[config.mk]
export PLATFORM = sky130hd
export DESIGN_NAME = lane_merge
export DESIGN_NICKNAME = d
export VERILOG_FILES = /design/src/rtl/lane_merge_pkg.sv /design/src/rtl/lane_merge_fifo.sv /design/src/rtl/lane_merge.sv
export SDC_FILE = /design/constraint.sdc
export NUM_CORES = 1
export LEC_CHECK = 0
export ABC_CLOCK_PERIOD_IN_PS = 4230
export CAP_MARGIN = 15
export CORE_MARGIN = 10
export CORE_UTILIZATION = 62
export CTS_CLUSTER_DIAMETER = 50
export DETAILED_ROUTE_END_ITERATION = 16
export GPL_TIMING_DRIVEN = 0
export MAX_ROUTING_LAYER = met4
export PLACE_DENSITY_LB_ADDON = 0.05
export SLEW_MARGIN = 10
export SYNTH_ARGS = -nofsm -noshare
export SYNTH_HDL_FRONTEND = slang
export SYNTH_SLANG_ARGS = --single-unit
[constraint.sdc]
create_clock -name clk -period 4.23 [get_ports clk]
set_clock_uncertainty 0.2 [all_clocks]
set_input_delay 1.0575 -clock clk [delete_from_list [all_inputs] [get_ports clk]]
set_output_delay 1.0575 -clock clk [all_outputs]
set_load 0.02 [all_outputs]
[src/rtl/lane_merge_pkg.sv]
// Shared defaults and selector encoding for the two-lane merge block.
package lane_merge_pkg;
  localparam int LM_DATA_W     = 8;
  localparam int LM_FIFO_DEPTH = 4;

  typedef enum logic {
    SEL0 = 1'b0,
    SEL1 = 1'b1
  } sel_e;
endpackage

[src/rtl/lane_merge_fifo.sv]
// Per-lane FIFO: register-array storage, wrapping pointers, explicit occupancy count.
module lane_fifo #(
  parameter int DATA_W = 8,
  parameter int DEPTH  = 4
) (
  input  logic                     clk,
  input  logic                     reset,
  input  logic                     push,
  input  logic                     pop,
  input  logic [DATA_W-1:0]        din,
  output logic [DATA_W-1:0]        dout,
  output logic [$clog2(DEPTH):0]   count,
  output logic                     full,
  output logic                     empty
);
  localparam int PTR_W = $clog2(DEPTH);
  localparam int CNT_W = PTR_W + 1;

  logic [DEPTH-1:0][DATA_W-1:0] mem_q, mem_d;
  logic [PTR_W-1:0]             wr_ptr_q, wr_ptr_d, rd_ptr_q, rd_ptr_d;
  logic [CNT_W-1:0]             cnt_q, cnt_d;
  logic                         push_ok, pop_ok;

  assign count = cnt_q;
  assign full  = (cnt_q == CNT_W'(DEPTH));
  assign empty = (cnt_q == '0);
  assign dout  = mem_q[rd_ptr_q];

  always_comb begin
    pop_ok   = pop && !empty;
    // A full FIFO still takes a write when the head leaves in the same cycle.
    push_ok  = push && (!full || pop_ok);
    mem_d    = mem_q;
    wr_ptr_d = wr_ptr_q;
    rd_ptr_d = rd_ptr_q;
    cnt_d    = cnt_q;
    if (push_ok) begin
      mem_d[wr_ptr_q] = din;
      wr_ptr_d        = wr_ptr_q + PTR_W'(1);
    end
    if (pop_ok) rd_ptr_d = rd_ptr_q + PTR_W'(1);
    if (push_ok && !pop_ok)      cnt_d = cnt_q + CNT_W'(1);
    else if (!push_ok && pop_ok) cnt_d = cnt_q - CNT_W'(1);
  end

  always_ff @(posedge clk) begin
    if (reset) begin
      mem_q    <= '0;
      wr_ptr_q <= '0;
      rd_ptr_q <= '0;
      cnt_q    <= '0;
    end else begin
      mem_q    <= mem_d;
      wr_ptr_q <= wr_ptr_d;
      rd_ptr_q <= rd_ptr_d;
      cnt_q    <= cnt_d;
    end
  end
endmodule

[src/rtl/lane_merge.sv]
// Recombines two alternating byte lanes into one ordered stream with a registered output stage.
module lane_merge
  import lane_merge_pkg::*;
#(
  parameter int DATA_W     = LM_DATA_W,
  parameter int FIFO_DEPTH = LM_FIFO_DEPTH
) (
  input  logic              clk,
  input  logic              reset,
  input  logic [DATA_W-1:0] data_in0,
  input  logic              valid_in0,
  input  logic [DATA_W-1:0] data_in1,
  input  logic              valid_in1,
  input  logic              ready_in,
  output logic [DATA_W-1:0] data_out,
  output logic              valid_out,
  output logic              full0,
  output logic              full1,
  output logic              err_overflow
);
  localparam int CNT_W = $clog2(FIFO_DEPTH) + 1;

  sel_e              sel_q, sel_d;
  logic [DATA_W-1:0] data_out_q, data_out_d, dout0, dout1, head;
  logic              valid_out_q, valid_out_d, err_q, err_d;
  logic [CNT_W-1:0]  cnt0, cnt1;
  logic              empty0, empty1, pop0, pop1, pop_sel, sel_empty, eligible;

  lane_fifo #(.DATA_W(DATA_W), .DEPTH(FIFO_DEPTH)) u_fifo0 (
    .clk(clk), .reset(reset), .push(valid_in0), .pop(pop0), .din(data_in0),
    .dout(dout0), .count(cnt0), .full(full0), .empty(empty0)
  );

  lane_fifo #(.DATA_W(DATA_W), .DEPTH(FIFO_DEPTH)) u_fifo1 (
    .clk(clk), .reset(reset), .push(valid_in1), .pop(pop1), .din(data_in1),
    .dout(dout1), .count(cnt1), .full(full1), .empty(empty1)
  );

  // Output-side decode: the selected lane is the only one ever popped, so an empty lane stalls the stream.
  always_comb begin
    eligible  = !valid_out_q || ready_in;
    sel_empty = (sel_q == SEL0) ? empty0 : empty1;
    head      = (sel_q == SEL0) ? dout0 : dout1;
    pop_sel   = eligible && !sel_empty;
    pop0      = pop_sel && (sel_q == SEL0);
    pop1      = pop_sel && (sel_q == SEL1);
  end

  always_comb begin
    sel_d = sel_q;
    if (pop_sel) sel_d = (sel_q == SEL0) ? SEL1 : SEL0;
  end

  always_comb begin
    data_out_d  = data_out_q;
    valid_out_d = valid_out_q;
    if (eligible) valid_out_d = !sel_empty;
    if (pop_sel)  data_out_d  = head;
    err_d = err_q
          | (valid_in0 && (cnt0 == CNT_W'(FIFO_DEPTH)) && !pop0)
          | (valid_in1 && (cnt1 == CNT_W'(FIFO_DEPTH)) && !pop1);
  end

  always_ff @(posedge clk) begin
    if (reset) begin
      sel_q       <= SEL0;
      data_out_q  <= '0;
      valid_out_q <= 1'b0;
      err_q       <= 1'b0;
    end else begin
      sel_q       <= sel_d;
      data_out_q  <= data_out_d;
      valid_out_q <= valid_out_d;
      err_q       <= err_d;
    end
  end

  assign data_out     = data_out_q;
  assign valid_out    = valid_out_q;
  assign err_overflow = err_q;
endmodule

==> impl_metrics.yaml, run 1 <==
outcome:
  status: "complete, no violations"
setup_path:
  required_ps: 4320
  critical-path-max-stage-delay_ps: 520
  cpMaxStageDelayCell: "clkdlybuf4s50_1"
  worstRegToRegCells: 9
  startpoint_type: "input pin"
  cp_num_buf_inv: 2
  crit_path_end_kind: "flip-flop"
  r2r_start: "u_fifo0.count[0]$_SDFFE_PP0P_"
  critPathTopFamily: "simple AND/OR/NAND/NOR gates"
  reg2reg_slack_ps: 1710
  crit_chain: "clkdlybuf4s50_1 -> nand2b_1 -> a21boi_1 -> nor2_1 -> ha_1 -> inv_1 -> fa_1 -> xor2_1 -> or3_1 -> a21oi_1"
  reg2reg_to: "u_fifo0.count[2]$_SDFFE_PP0P_"
  critPathKind: "in -> reg"
  cp_data_arrival_time_ps: 3410
  critical_path.max_fanout: 6
finish:
  layout-drive-gt1-share_pct: 11.7
  antenna_cells: 0
  final_common_cell: "dfxtp_1"
  syn_to_final_growth_pct: 14.4
  layout_common_cells: "89 x dfxtp_1, 81 x nand2b_1, 66 x mux2i_1"
  nets: 455
  stdcell_area_sq_um: 4790
  final_util_pct: 74.2
  final_cells: 503
global_route:
  grt_util_met2_pct: 31.1
  grt_pass1_vias: 2976
  grt-ovfl-total: 0
  antenna_found_initial: 0
  grt_max_degree: 15
  grt-busiest-layer: "met2"
  grt_first_pass_wirelength_um: 14800
  grt_util_met3_pct: 4.93
  grt_usage_pct: 18.6
  grt_use_met1_pct: 21.8
min_path:
  hold_path_depth: 2
  hold_class: "reg -> reg"
  holdPathEnd: "u_fifo1.mem_q[31]$_SDFFE_PP0P_"
  hp-start: "u_fifo1.mem_q[31]$_SDFFE_PP0P_"
cts:
  clkLatencyLatePin_ps: 350
  cts_tree: "yes"
  cts_hold_buf: 0
  cts-htree-levels: 3
  post_cts_buffers: 0
  clkTransAtPathRegs_ps: 90
  cts_buffers: 9
  clock-sinks: 89
  cts_resized: 0
  cts.path.max_buffers: 2
  cts_root_buf: "clkbuf_8"
timing:
  drv_slew: 0
  worstMarginPinSlew_ps: 654
  setup_viol: 0
  rsz0062_at_grt: "false"
  fin_hold_ws_ps: 274
  period_share_pct: 78.6
  fin_crit_ps: 3320
  fmax_ghz: 0.301
  setup_slack_ps: 905
  setup-tns-final_ps: 0
  relSlewSlack_pct: 56.4
  hold_viol: 0
placed_design:
  hpwl_um: 6380
  dpl_worst_slack_ps: 573
  dp_cells: 488
  numPortBuffers: 29
  placedInstanceArea_sq_um: 4570
  gp_congestion: 0.801
logic_synthesis:
  syn_avg_cell_area_sq_um: 11.0
  syn-num-nets: 415
  synthesis.area_sq_um: 4190
  synth_top_area_share_pct: 42.5
  synthCells: 382
  synth_largest_area_cell: "dfxtp_1"
  synth_seq_area_share_pct: 42.5
  ys_types: 34
  yosys_warnings: 0
  ys_ff_latch: 89
  synth_area_leaders: "dfxtp_1 43%, mux2i_1 16%, nand2b_1 12%"
floorplan:
  io_pins: 33
  dieHeight_um: 102
  start_util_pct: 64.8
  die_area_sq_um: 10400
  core_area_sq_um: 6460
  rows: 29
  die_x_um: 102
route:
  drt_pass1_iterations: 4
  wl_per_cell_um: 17.4
  finalWirelength_um: 8740
  vias: 2870
  routed_via_density: 5.71
  drc: 0
  drt_iter0_drc: 74
  detail-route-antenna-nets: 0
run:
  max_cap_viol_count: 0
power:
  power.total_mw: 2.33
  irDropWorstVdd_mv: 0.331
  powerDensity_nw_per_um2: 486
  power_leakage_nw: 2.00
-- flip-flops by register name, summed over array words and instances, names as in the netlist --
register,count
u_fifo1.rd_ptr_q,2
err_overflow,1
valid_out,1
u_fifo0.wr_ptr_q,2
u_fifo0.count,3
sel_q,1
u_fifo1.count,3
u_fifo0.mem_q,32
u_fifo1.wr_ptr_q,2
u_fifo1.mem_q,32
data_out,8
u_fifo0.rd_ptr_q,2
-- synth_stat cells (all sizes together) --
master   n
nand4b   1
nor3b    2
a221oi   1
ha      10
nor2    13
nand2    1
xor2     6
o21ai    9
buf      6
nor2b    9
xnor2    1
mux2i   66
dfxtp   89
nand4    1
nand2b  81
fa       2
nor4b    1
nor3     1
nand3   12
inv     10
and3     3
clkbuf  16
or3      5
a21oi   10
mux4    16
a21boi   2
a221o    8
-- worst min-delay path, delay by kind of cell, from the launching register on --
family        cells  cell delay (ps)
flops             1              310
simple gates      1               60
mux               1               60
-- power breakdown --
| group | switching, mW | internal (mW) |
|---|---|---|
| combinational | 0.367 | 0.330 |
| clock | 0.287 | 0.344 |
| sequential | 0.0675 | 0.934 |
-- metal layers --
layer	vias up	part of all wire [%]	wire length [um]
li1	1412	-	-
met1	1398	45	3910
met2	52	50	4340
met3	8	4.6	406
met4	0	0.92	80
met5	-	0	0
-- area by class of cell --
| type | count | area [sq um] |
|---|---|---|
| multi-input cells | 261 | 2270 |
| well taps | 77 | 96.3 |
| plain buffers | 22 | 96.3 |
| fillers | 472 | 1670 |
| clock buffers | 10 | 138 |
| inverters | 10 | 37.5 |
| flip-flops and latches | 89 | 1780 |
| clock inverters | 5 | 80.1 |
| repair buffers | 29 | 290 |
-- cells by family after synthesis --
logic type / count (synthesis) / share of synthesized area, %
compound gates: 30 / 5.02
xor+xnor: 7 / 1.46
fa+ha+maj: 12 / 3.94
buf+inv: 32 / 3.20
flops: 89 / 42.5
mux: 82 / 24.4
simple gates: 130 / 19.5
-- worst max-delay path by stage --
stage	slack, ps	cells past startpoint	to	from
finish	910	10	u_fifo0.count[2]$_SDFFE_PP0P_	ready_in
global route	810	10	u_fifo0.count[2]$_SDFFE_PP0P_	ready_in
CTS	930	10	u_fifo0.count[2]$_SDFFE_PP0P_	ready_in
detailed placement	570	10	u_fifo0.count[2]$_SDFFE_PP0P_	ready_in
global placement	610	10	u_fifo0.count[2]$_SDFFE_PP0P_	ready_in
floorplan	1270	9	u_fifo0.count[2]$_SDFFE_PP0P_	valid_in0
No activity file was read; power rests on OpenSTA's default activity.
==> inputs of run 2 (changes only) <==
--- a/config.mk
+++ b/config.mk
@@ -5,10 +5,10 @@
 export SDC_FILE = /design/constraint.sdc
 export NUM_CORES = 1
 export LEC_CHECK = 0
-export ABC_CLOCK_PERIOD_IN_PS = 4230
+export ABC_CLOCK_PERIOD_IN_PS = 3300
 export CAP_MARGIN = 15
 export CORE_MARGIN = 10
-export CORE_UTILIZATION = 62
+export CORE_UTILIZATION = 58
 export CTS_CLUSTER_DIAMETER = 50
 export DETAILED_ROUTE_END_ITERATION = 16
 export GPL_TIMING_DRIVEN = 0
==> constraint.sdc (replaced) <==
create_clock -name clk -period 3.3 [get_ports clk]
set_clock_uncertainty 0.2 [all_clocks]
set_input_delay 0.825 -clock clk [delete_from_list [all_inputs] [get_ports clk]]
set_output_delay 0.825 -clock clk [all_outputs]
set_load 0.02 [all_outputs]
==> run 2 against run 1 <==
Worst hold slack better by 6.4 ps. Flip-flop and latch count stayed put. Largest power group unchanged. Total power is 31% higher. Sequential power is 28% higher. Global-route usage is 1.6 points lower. Die area is 5.5% higher. Sequential share of layout area is 0.26 points lower. Largest cell class unchanged. Non-clock buffer count stayed put. Critical endpoint is now u_fifo1.count[2]$_SDFFE_PP0P_.
==> impl_metrics.yaml, run 2 (synthesized netlist as in run 1, its figures left out) <==
outcome:
  status: "complete, no violations"
setup_path:
  required_ps: 3400
  startpoint_type: "input pin"
  reg2reg_slack_ps: 770
  worstRegToRegCells: 9
  r2r_start: "u_fifo0.count[0]$_SDFFE_PP0P_"
  crit_path_end_kind: "flip-flop"
  critPathKind: "in -> reg"
  reg2reg_to: "u_fifo0.count[2]$_SDFFE_PP0P_"
  critical_path.max_fanout: 6
  cp_data_arrival_time_ps: 3170
power:
  switching_share_pct: 31.9
  powerDensity_nw_per_um2: 631
  p_seq_share_pct: 42.2
  irDropWorstVdd_mv: 0.279
  clkPwrFrac_pct: 28.1
  intPower_mw: 2.07
  power_leakage_nw: 2.01
  power.total_mw: 3.05
  power_switching_mw: 0.972
  combPwrFrac_pct: 29.7
floorplan:
  core_area_sq_um: 6910
  die_x_um: 105
  dieHeight_um: 105
  io_pins: 33
  rows: 30
  start_util_pct: 60.6
  die_area_sq_um: 11000
min_path:
  hold_path_depth: 2
  hp-start: "u_fifo1.mem_q[26]$_SDFFE_PP0P_"
  holdPathEnd: "u_fifo1.mem_q[26]$_SDFFE_PP0P_"
  hold_class: "reg -> reg"
cts:
  cts_buffers: 9
  cts_tree: "yes"
  clkTransAtPathRegs_ps: 90
  cts-htree-levels: 3
  cts_root_buf: "clkbuf_8"
  cts_hold_buf: 0
  clock-sinks: 89
  clkLatencyLatePin_ps: 360
  cts.path.max_buffers: 2
  cts_resized: 0
  post_cts_buffers: 0
route:
  drc: 0
  wl_per_cell_um: 17.5
  drt_iter0_drc: 132
  vias: 2874
  finalWirelength_um: 9160
  routed_via_density: 5.50
  detail-route-antenna-nets: 0
  drt_pass1_iterations: 4
placed_design:
  gp_congestion: 0.771
  numPortBuffers: 29
  hpwl_um: 6480
  dp_cells: 507
finish:
  final_common_cell: "dfxtp_1"
  layout-drive-gt1-share_pct: 11.9
  antenna_cells: 0
  final_util_pct: 69.9
  syn_to_final_growth_pct: 15.2
  nets: 455
  layout_common_cells: "89 x dfxtp_1, 81 x nand2b_1, 66 x mux2i_1"
  final_cells: 523
  fillers: 551
timing:
  setup_viol: 0
  rsz0062_at_grt: "false"
  drv_slew: 0
  fin_crit_ps: 3070
  hold_viol: 0
  period_share_pct: 93.0
  fmax_ghz: 0.326
  relSlewSlack_pct: 52.7
  worstMarginPinSlew_ps: 710
global_route:
  grt_usage_pct: 17.0
  grt_max_degree: 16
  grt_first_pass_wirelength_um: 14800
  antenna_found_initial: 0
  grt_pass1_vias: 2940
  grt-ovfl-total: 0
run:
  max_cap_viol_count: 0
run 2: power groups by stage:
stage / registers (mW) / clock network [mW] / logic [mW]
detailed placement: 1.31 / 0 / 0.906
CTS: 1.28 / 0.861 / 0.911
global route: 1.30 / 0.905 / 0.988
global placement: 1.30 / 0 / 0.880
finish: 1.28 / 0.856 / 0.906
floorplan: 1.32 / 0 / 0.645
run 2: worst max path at each step:
stage,start,endpoint,cells past startpoint
after floorplan,valid_in0,u_fifo0.count[2]$_SDFFE_PP0P_,9
after global placement,ready_in,u_fifo0.count[2]$_SDFFE_PP0P_,10
after detailed placement,ready_in,u_fifo1.count[2]$_SDFFE_PP0P_,10
after CTS,ready_in,u_fifo1.count[2]$_SDFFE_PP0P_,10
after global routing,ready_in,u_fifo0.count[2]$_SDFFE_PP0P_,10
final,ready_in,u_fifo1.count[2]$_SDFFE_PP0P_,10
run 2: metrics by stage:
stage	setup WS [ps]	hold WS, ps	TNS [ps]	cell area [sq um]
after floorplan	569	245	0	4190
after global placement	-56.8	257	-109	4600
after detailed placement	-141	262	-267	4600
after CTS	233	281	0	4830
after global routing	17.4	297	0	4830
final	231	281	0	4830
run 2: layout make-up:
cell class | instances | area [sq um] | area share (%)
Timing Repair Buffer | 29 | 290 | 6.02
Tap cell | 96 | 120 | 2.49
Inverter | 10 | 37.5 | 0.778
Sequential cell | 89 | 1780 | 36.9
Clock buffer | 10 | 138 | 2.85
Buffer | 22 | 96.3 | 2.00
Multi-Input combinational cell | 261 | 2270 | 47.1
Clock inverter | 6 | 90.1 | 1.87
run 2: metal layers:
metal,up-vias,part of all wire (%),global-route usage (%)
met4,0,1.7,6.86
li1,1406,-,-
met5,-,0,-
met1,1411,48,20.6
met3,14,2.6,2.64
met2,43,48,27.7
run 2: worst max-delay path, cell delays in order:
cell             delay, ps
clkdlybuf4s50_1        530
nand2b_1               260
a21boi_1               190
nor2_1                 130
ha_1                   180
inv_1                   70
fa_1                   390
xor2_1                 160
or3_1                  310
a21oi_1                130
==> inputs of run 3 (changes only) <==
--- a/config.mk
+++ b/config.mk
@@ -8,7 +8,7 @@
 export ABC_CLOCK_PERIOD_IN_PS = 3300
 export CAP_MARGIN = 15
 export CORE_MARGIN = 10
-export CORE_UTILIZATION = 58
+export CORE_UTILIZATION = 47
 export CTS_CLUSTER_DIAMETER = 50
 export DETAILED_ROUTE_END_ITERATION = 16
 export GPL_TIMING_DRIVEN = 0
==> run 3 against run 2 <==
Worst setup slack better by 12 ps. First-iteration DRC count down 18%. Highest routed layer unchanged. Sequential power is essentially flat. Count of clock-buffer cells in the layout is 1 higher. Combinational power shrank 1%. Maximum frequency up 0.38%. Worst hold slack got worse by 4.6 ps.
==> impl_metrics.yaml, run 3 (synthesized netlist as in run 1, its figures left out) <==
outcome:
  status: "complete, no violations"
placed_design:
  dpl_worst_slack_ps: -113
  dp_cells: 519
  placedInstanceArea_sq_um: 4610
  hpwl_um: 6650
  gp_congestion: 0.746
  numPortBuffers: 29
setup_path:
  reg2reg_to: "u_fifo0.count[2]$_SDFFE_PP0P_"
  r2r_start: "u_fifo0.count[0]$_SDFFE_PP0P_"
  startpoint_type: "input pin"
  critical_path.max_fanout: 6
  cpMaxStageDelayCell: "clkdlybuf4s50_1"
  cp_data_arrival_time_ps: 3150
  cp_num_buf_inv: 2
  required_ps: 3390
  critPathTopFamily: "simple AND/OR/NAND/NOR gates"
  crit_chain: "clkdlybuf4s50_1 -> nand2b_1 -> a21boi_1 -> nor2_1 -> ha_1 -> inv_1 -> fa_1 -> xor2_1 -> or3_1 -> a21oi_1"
  crit_path_end_kind: "flip-flop"
  critPathLaunch: "ready_in"
  worstRegToRegCells: 9
  critical-path-max-stage-delay_ps: 520
  reg2reg_slack_ps: 740
  critPathKind: "in -> reg"
global_route:
  grt_util_met3_pct: 2.99
  grt_pass1_vias: 2908
  grt_usage_pct: 15.1
  grt-busiest-layer: "met2"
  grt_first_pass_wirelength_um: 15200
  grt-ovfl-total: 0
  antenna_found_initial: 0
  grt_use_met1_pct: 18.3
  grt_util_met2_pct: 24.6
  grt_max_degree: 16
floorplan:
  start_util_pct: 48.3
  io_pins: 33
  die_x_um: 114
  dieHeight_um: 114
  rows: 34
  die_area_sq_um: 13100
  core_area_sq_um: 8680
cts:
  cts_hold_buf: 0
  cts_root_buf: "clkbuf_8"
  clkTransAtPathRegs_ps: 100
  cts-htree-levels: 3
  cts.path.max_buffers: 2
  post_cts_buffers: 0
  cts_buffers: 9
  clkLatencyLatePin_ps: 360
  cts_resized: 0
  clock-sinks: 89
  cts_tree: "yes"
timing:
  relSlewSlack_pct: 55.4
  hold_viol: 0
  drv_slew: 0
  worstMarginPinSlew_ps: 669
  rsz0062_at_grt: "false"
  setup_slack_ps: 243
  fin_crit_ps: 3060
  fmax_ghz: 0.327
  period_share_pct: 92.6
  setup_viol: 0
route:
  drc: 0
  routed_via_density: 5.26
  finalWirelength_um: 9150
  vias: 2816
  drt_iter0_drc: 108
  drt_pass1_iterations: 4
  detail-route-antenna-nets: 0
  wl_per_cell_um: 17.1
min_path:
  hp-start: "u_fifo0.mem_q[10]$_SDFFE_PP0P_"
  hold_path_depth: 2
  holdPathEnd: "u_fifo0.mem_q[10]$_SDFFE_PP0P_"
  hold_class: "reg -> reg"
finish:
  syn_to_final_growth_pct: 15.6
  layout_common_cells: "89 x dfxtp_1, 81 x nand2b_1, 66 x mux2i_1"
  fillers: 810
  final_common_cell: "dfxtp_1"
  stdcell_area_sq_um: 4840
  final_cells: 535
  nets: 455
  antenna_cells: 0
  final_util_pct: 55.8
  layout-drive-gt1-share_pct: 11.7
power:
  power_leakage_nw: 2.01
  powerDensity_nw_per_um2: 627
  irDropWorstVdd_mv: 0.266
  power.total_mw: 3.04
run:
  max_cap_viol_count: 0
## run 3: routing by layer
metal	up-vias	wire, um
li1	1403	-
met1	1364	4200
met2	34	4580
met3	15	243
met4	0	121
met5	-	0
## run 3: per-stage QoR
stage | hold WS [ps] | TNS (ps)
floorplan | 245 | 0
global placement | 258 | -150
detailed placement | 262 | -218
CTS | 278 | 0
global route | 297 | 0
finish | 276 | 0
## run 3: worst max path at each step
| stage | endpoint | slack, ps | depth (start not counted) |
|---|---|---|---|
| final | u_fifo1.count[2]$_SDFFE_PP0P_ | 240 | 10 |
| after global routing | u_fifo0.count[2]$_SDFFE_PP0P_ | 60 | 10 |
| after CTS | u_fifo0.count[2]$_SDFFE_PP0P_ | 260 | 10 |
| after detailed placement | u_fifo0.count[2]$_SDFFE_PP0P_ | -110 | 10 |
| after global placement | u_fifo1.count[2]$_SDFFE_PP0P_ | -80 | 10 |
| after floorplan | u_fifo0.count[2]$_SDFFE_PP0P_ | 570 | 9 |
## run 3: layout make-up
cell class / count / area [sq um] / area share [%]
Multi-Input combinational cell: 261 / 2270 / 46.9
Sequential cell: 89 / 1780 / 36.8
Timing Repair Buffer: 29 / 290 / 5.99
Clock buffer: 11 / 141 / 2.92
Tap cell: 108 / 135 / 2.79
Buffer: 22 / 96.3 / 1.99
Clock inverter: 5 / 87.6 / 1.81
Inverter: 10 / 37.5 / 0.775
## run 3: report_power, final
| part | internal (mW) | leakage (nW) | switching [mW] |
|---|---|---|---|
| combinational | 0.423 | 1.17 | 0.474 |
| sequential | 1.20 | 0.724 | 0.0861 |
| clock | 0.454 | 0.112 | 0.402 |
| total | 2.07 | 2.01 | 0.962 |
## run 3: tightest hold or removal path: cells and delay by family (launching register included)
kind             cells  cell delay [ps]
multiplexers         1               60
AND/OR/NAND/NOR      1               60
flip-flops           1              320
